===== src/rtl/logger_pkg.sv =====
// Shared constants, FSM encoding and nibble-to-ASCII helper for the logger line formatter.
package logger_pkg;

    // Rendered line: "SSSS TTTTTTTTTTTTTTTT\r\n"
    localparam int LOGGER_LINE_LEN = 23;
    localparam int IDX_SEP         = 4;
    localparam int IDX_CR          = 21;
    localparam int IDX_LF          = 22;

    // Free FIFO entries that must remain before a line may start; with this much
    // headroom a started line can never overrun the FIFO.
    localparam int LOGGER_HEADROOM = 56;

    // Default FIFO sizing; prog_full asserts once fewer than LOGGER_HEADROOM entries are free.
    localparam int LOGGER_FIFO_DEPTH       = 512;
    localparam int LOGGER_PROG_FULL_THRESH = LOGGER_FIFO_DEPTH - LOGGER_HEADROOM;

    typedef enum logic {
        IDLE = 1'b0,
        EMIT = 1'b1
    } fmt_state_t;

    // 0-9 -> '0'-'9', A-F -> 'A'-'F' (uppercase)
    function automatic logic [7:0] hex_ascii(input logic [3:0] n);
        return (n < 4'd10) ? (8'h30 + {4'h0, n}) : (8'h37 + {4'h0, n});
    endfunction

endpackage


===== src/rtl/logger_line_formatter.sv =====
// Renders one {seq, ts} record per handshake as a 23-byte ASCII line into the FIFO write port.
module logger_line_formatter
    import logger_pkg::*;
#(
    parameter bit DROP_WHEN_BUSY = 1'b0
) (
    input  logic        i_clk,
    input  logic        i_rst,
    input  logic        i_rec_valid,
    output logic        o_rec_ready,
    input  logic [15:0] i_rec_seq,
    input  logic [63:0] i_rec_ts,
    output logic        o_wr_en,
    output logic [7:0]  o_din,
    input  logic        i_full,
    input  logic        i_prog_full,
    output logic [15:0] o_drop_cnt
);

    fmt_state_t  r_state;
    fmt_state_t  w_state_nxt;
    logic [4:0]  r_idx;
    logic [4:0]  w_idx_nxt;
    logic [15:0] r_seq_q;
    logic [63:0] r_ts_q;
    logic [15:0] r_drop_cnt;

    logic        w_rec_ready;
    logic        w_wr_en;
    logic        w_accept;
    logic        w_drop;
    logic [1:0]  w_seq_pos;
    logic [3:0]  w_ts_pos;
    logic [7:0]  w_byte;

    // Next-state, byte index and handshake/write strobes; reset forces all strobes low.
    always_comb begin
        w_state_nxt = r_state;
        w_idx_nxt   = r_idx;
        w_rec_ready = 1'b0;
        w_wr_en     = 1'b0;
        w_accept    = 1'b0;
        case (r_state)
            IDLE: begin
                w_rec_ready = DROP_WHEN_BUSY ? 1'b1 : !i_prog_full;
                w_accept    = i_rec_valid && w_rec_ready && !i_prog_full && !i_rst;
                if (w_accept) begin
                    w_state_nxt = EMIT;
                    w_idx_nxt   = 5'd0;
                end
            end
            EMIT: begin
                // prog_full is deliberately ignored here: admission already guaranteed room.
                w_rec_ready = DROP_WHEN_BUSY;
                w_wr_en     = !i_full;
                if (w_wr_en) begin
                    if (r_idx == 5'(IDX_LF)) begin
                        w_state_nxt = IDLE;
                        w_idx_nxt   = 5'd0;
                    end else begin
                        w_idx_nxt = r_idx + 5'd1;
                    end
                end
            end
            default: w_state_nxt = IDLE;
        endcase
        if (i_rst) begin
            w_rec_ready = 1'b0;
            w_wr_en     = 1'b0;
        end
    end

    // In drop mode every handshake that does not start a line is discarded.
    assign w_drop = DROP_WHEN_BUSY && i_rec_valid && w_rec_ready && !w_accept;

    // Byte map: nibble position counts down from the MS nibble as idx advances.
    always_comb begin
        w_seq_pos = 2'd3 - r_idx[1:0];
        w_ts_pos  = 4'(5'd20 - r_idx);
        w_byte    = 8'h00;
        if (r_idx < 5'(IDX_SEP))
            w_byte = hex_ascii(r_seq_q[{w_seq_pos, 2'b00} +: 4]);
        else if (r_idx == 5'(IDX_SEP))
            w_byte = 8'h20;
        else if (r_idx < 5'(IDX_CR))
            w_byte = hex_ascii(r_ts_q[{w_ts_pos, 2'b00} +: 4]);
        else if (r_idx == 5'(IDX_CR))
            w_byte = 8'h0D;
        else
            w_byte = 8'h0A;
    end

    // FSM state and byte index register.
    always_ff @(posedge i_clk) begin
        if (i_rst) begin
            r_state <= IDLE;
            r_idx   <= 5'd0;
        end else begin
            r_state <= w_state_nxt;
            r_idx   <= w_idx_nxt;
        end
    end

    // Record latch on accept and saturating drop counter.
    always_ff @(posedge i_clk) begin
        if (i_rst) begin
            r_seq_q    <= 16'h0;
            r_ts_q     <= 64'h0;
            r_drop_cnt <= 16'h0;
        end else begin
            if (w_accept) begin
                r_seq_q <= i_rec_seq;
                r_ts_q  <= i_rec_ts;
            end
            if (w_drop && (r_drop_cnt != 16'hFFFF))
                r_drop_cnt <= r_drop_cnt + 16'd1;
        end
    end

    assign o_rec_ready = w_rec_ready;
    assign o_wr_en     = w_wr_en;
    assign o_din       = (r_state == EMIT && !i_rst) ? w_byte : 8'h00;
    assign o_drop_cnt  = r_drop_cnt;

endmodule

===== config.mk =====
export PLATFORM = sky130hd
export DESIGN_NAME = logger_line_formatter
export DESIGN_NICKNAME = d
export VERILOG_FILES = /design/src/rtl/logger_pkg.sv /design/src/rtl/logger_line_formatter.sv
export SDC_FILE = /design/constraint.sdc
export NUM_CORES = 1
export LEC_CHECK = 0
export CORE_AREA = 2 2 113 115
export DETAILED_ROUTE_END_ITERATION = 6
export DIE_AREA = 0 0 115 117
export HOLD_SLACK_MARGIN = 0.1
export PLACE_DENSITY_LB_ADDON = 0.08
export SETUP_SLACK_MARGIN = 0.05
export SKIP_LAST_GASP = 1
export SYNTH_ARGS = -nofsm -noshare
export SYNTH_HDL_FRONTEND = slang
export SYNTH_SLANG_ARGS = --single-unit

===== constraint.sdc =====
create_clock -name i_clk -period 4.69 [get_ports i_clk]
set_clock_uncertainty 0.2 [all_clocks]
set_input_delay 0.938 -clock i_clk [delete_from_list [all_inputs] [get_ports i_clk]]
set_output_delay 0.938 -clock i_clk [all_outputs]
set_load 0.05 [all_outputs]

==> metrics.yaml <==
run_status:
  status: "finished, final reports clean"
place:
  place_congestion: 0.827
  dp_hpwl_mm: 8.43
  placedCellCount: 746
  numPortBuffers: 93
  placed_cell_area_um2: 5580
clock_tree:
  clk_pin_slew_ps: 60
  clk-insertion-delay-late_ps: 340
  clockBufferDepth: 2
  h-tree-depth: 3
  hold_buffers: 0
  cts_root_buf: "clkbuf_16"
  cts_made_buffers: 9
  cts_sinks: 86
  cts_tree: "done"
finish:
  multiInputGateArea_um2: 2660
  layout-drive-gt1-share_pct: 11.7
  design_area_um2: 6010
  fillers: 1220
  finalNonFillerCells: 768
  nets: 704
  syn2layout_area_growth_pct: 31.0
  final_util_pct: 48.8
  seq_area_um2: 1720
  antenna_cells: 0
worst_setup_path:
  cp_max_fo: 5
  required_ps: 3550
  crit_type: "reg2out"
  critPathLaunchType: "register"
  crit_family: "multiplexers"
  worstPathCellList: "inv_1, ha_4, buf_6, mux4_2, mux4_2, inv_1, ha_4, nand3_1, a21oi_1, or3_1, a21o_1, a31oi_4, buf_12"
  startpoint: "r_idx[0]$_SDFFE_PP0P_"
  cp.arrival_ps: 3340
  cpPeakStageDelay_ps: 510
  reg2reg_from: "r_state$_SDFF_PP0_"
  slowest_stage: "mux4_2"
  endpoint_kind: "output pin"
  path_buf_inv: 4
logic_synthesis:
  syn_area_um2: 4590
  synth.top_cell.area_share_pct: 37.5
  netlist_instances: 534
  ys_seq_elements: 86
  synth_top_cell_by_area: "dfxtp_1"
  synth.distinct_cells: 55
  synth_area_leaders: "dfxtp_1 38%, nand2b_1 11%, o21ai_0 9.4%"
  synth_edf_count: 0
  async_flop_share_pct: 0
  syn_area_per_cell_um2: 8.59
  synth.most_common_cell: "nand2_1"
  yosysWarnings: 0
  yosys_most_used_dff: "dfxtp_1"
  ys_top_cells_by_count: "91 x nand2_1, 86 x dfxtp_1, 86 x o21ai_0, 82 x nand2b_1, 28 x clkbuf_1"
  synth_seq_area_share_pct: 37.5
routing:
  routed_wl_mm: 11.5
  ant_nets: 0
  wl_per_cell_um: 15.0
  firstDrtPassIters: 4
  post-route-drc-count: 0
  vias: 3731
  drt_iter0_markers: 192
  viasPerCell: 4.86
die:
  fp.dieArea_um2: 13500
  std_cell_rows: 41
  ioPinCount: 111
  die_width_um: 115
  core-area_um2: 12300
  start_util_pct: 37.3
  die_h_um: 117
grt:
  grt_pass1_wl_mm: 18.1
  grt_start_max_net_pins: 84
  grt_overflow: 0
  grt_antenna_before_repair: 0
  grt_pass1_vias: 3489
  grt.total_usage_pct: 17.7
sta:
  slew_headroom_pct: 53.0
  period_needed_ps: 4480
  hold_viol: 0
  clock.fmax_mhz: 223
  rsz0062_at_grt: "no"
  post-route-period-util_pct: 95.4
  finalSetupViolCount: 0
  tns_ps: 0
  drv_slew: 0
  tightest_slew_ps: 704
power_and_ir_drop:
  ir_drop_v: 0.000180
  leakagePower_uw: 0.00207
  p_per_area_nw_per_um2: 300
  p_total_uw: 1800
min_path:
  hp-class: "reg2reg"
  hold_path_startpoint: "r_ts_q[46]$_SDFFE_PP0P_"
run:
  drv_cap: 0
[cell type report]
| cell class | instances | share of cell area (%) |
|---|---|---|
| multi-input cells | 403 | 44.3 |
| clock buffers | 10 | 3.81 |
| repair buffers | 107 | 18.7 |
| clock inverters | 6 | 1.02 |
| flip-flops and latches | 86 | 28.7 |
| inverters | 6 | 0.375 |
| well taps | 150 | 3.12 |
[placed cells by master, fill, tap and decap left out, types with 4 or more instances in the layout]
cell and count:
nand2_1 91, clkbuf_16 9, buf_4 11, o21ai_0 86, buf_12 8, conb_1 17
or3_1 6, nand2b_1 82, mux4_2 14, mux2i_1 17, a21oi_1 10, nor2_1 12
xnor2_1 4, ha_1 4, nor3_1 5, inv_1 4, clkdlybuf4s50_1 85, dfxtp_1 84
nor3b_1 4
[registers in the layout, summed over array words and instances (netlist names)]
signal and flops:
r_idx 5, r_seq_q 16, r_state 1, r_ts_q 64
[layer usage]
| layer | share of wire, % | global-route usage (%) | vias to the layer above |
|---|---|---|---|
| li1 | - | - | 1937 |
| met1 | 48 | 24.0 | 1707 |
| met2 | 47 | 27.8 | 75 |
| met3 | 3.8 | 3.96 | 12 |
| met4 | 1.6 | 6.59 | 0 |
| met5 | 0 | 0 | - |
[worst register-to-register path, stage by stage, from the launching register on]
cell	delay [ps]
dfxtp_1	380
nor3_1	330
and2_4	660
buf_12	330
nand2_1	190
o21ai_0	90
[logic make-up (layout without fill, tap and decap cells)]
group,count (synthesis),count (layout),share of synthesized area (%)
muxes,39,39,13.1
other,1,17,0.0818
xor gates and xnor gates,10,10,2.24
and+or+nand+nor,214,214,23.7
AOI/OAI and AO/OA,117,117,14.0
DFF,86,86,37.5
adders and majority gates,6,6,1.64
buffers and inverters,61,129,7.64
[per-stage QoR]
stage	hold slack [ps]	setup WS, ps
finish	273	215
detailed placement	264	268
floorplan	244	-110
global placement	257	353
global route	295	74.9
CTS	276	66.2
[report_power, final]
group	switching, uW	internal [uW]
Sequential	26.1	770
Clock	286	411
Combinational	149	160
Total	462	1340
[timing repair]
item / CTS / global route
resized for setup: 10 / 10
setup endpoints to repair: 1 / 1
pin swaps: 0 / 1
buffers inserted: 0 / 6
[worst paths after layout]
path                             endpoint  slack, ps  depth (start not counted)
setup / recovery                 o_din[1]        210                         13
hold / removal    r_ts_q[46]$_SDFFE_PP0P_        270                          2
setup reg to reg   r_ts_q[1]$_SDFFE_PP0P_       2440                          5
hold reg to reg   r_ts_q[46]$_SDFFE_PP0P_        270                          2
(Power assumes the default switching activity.)
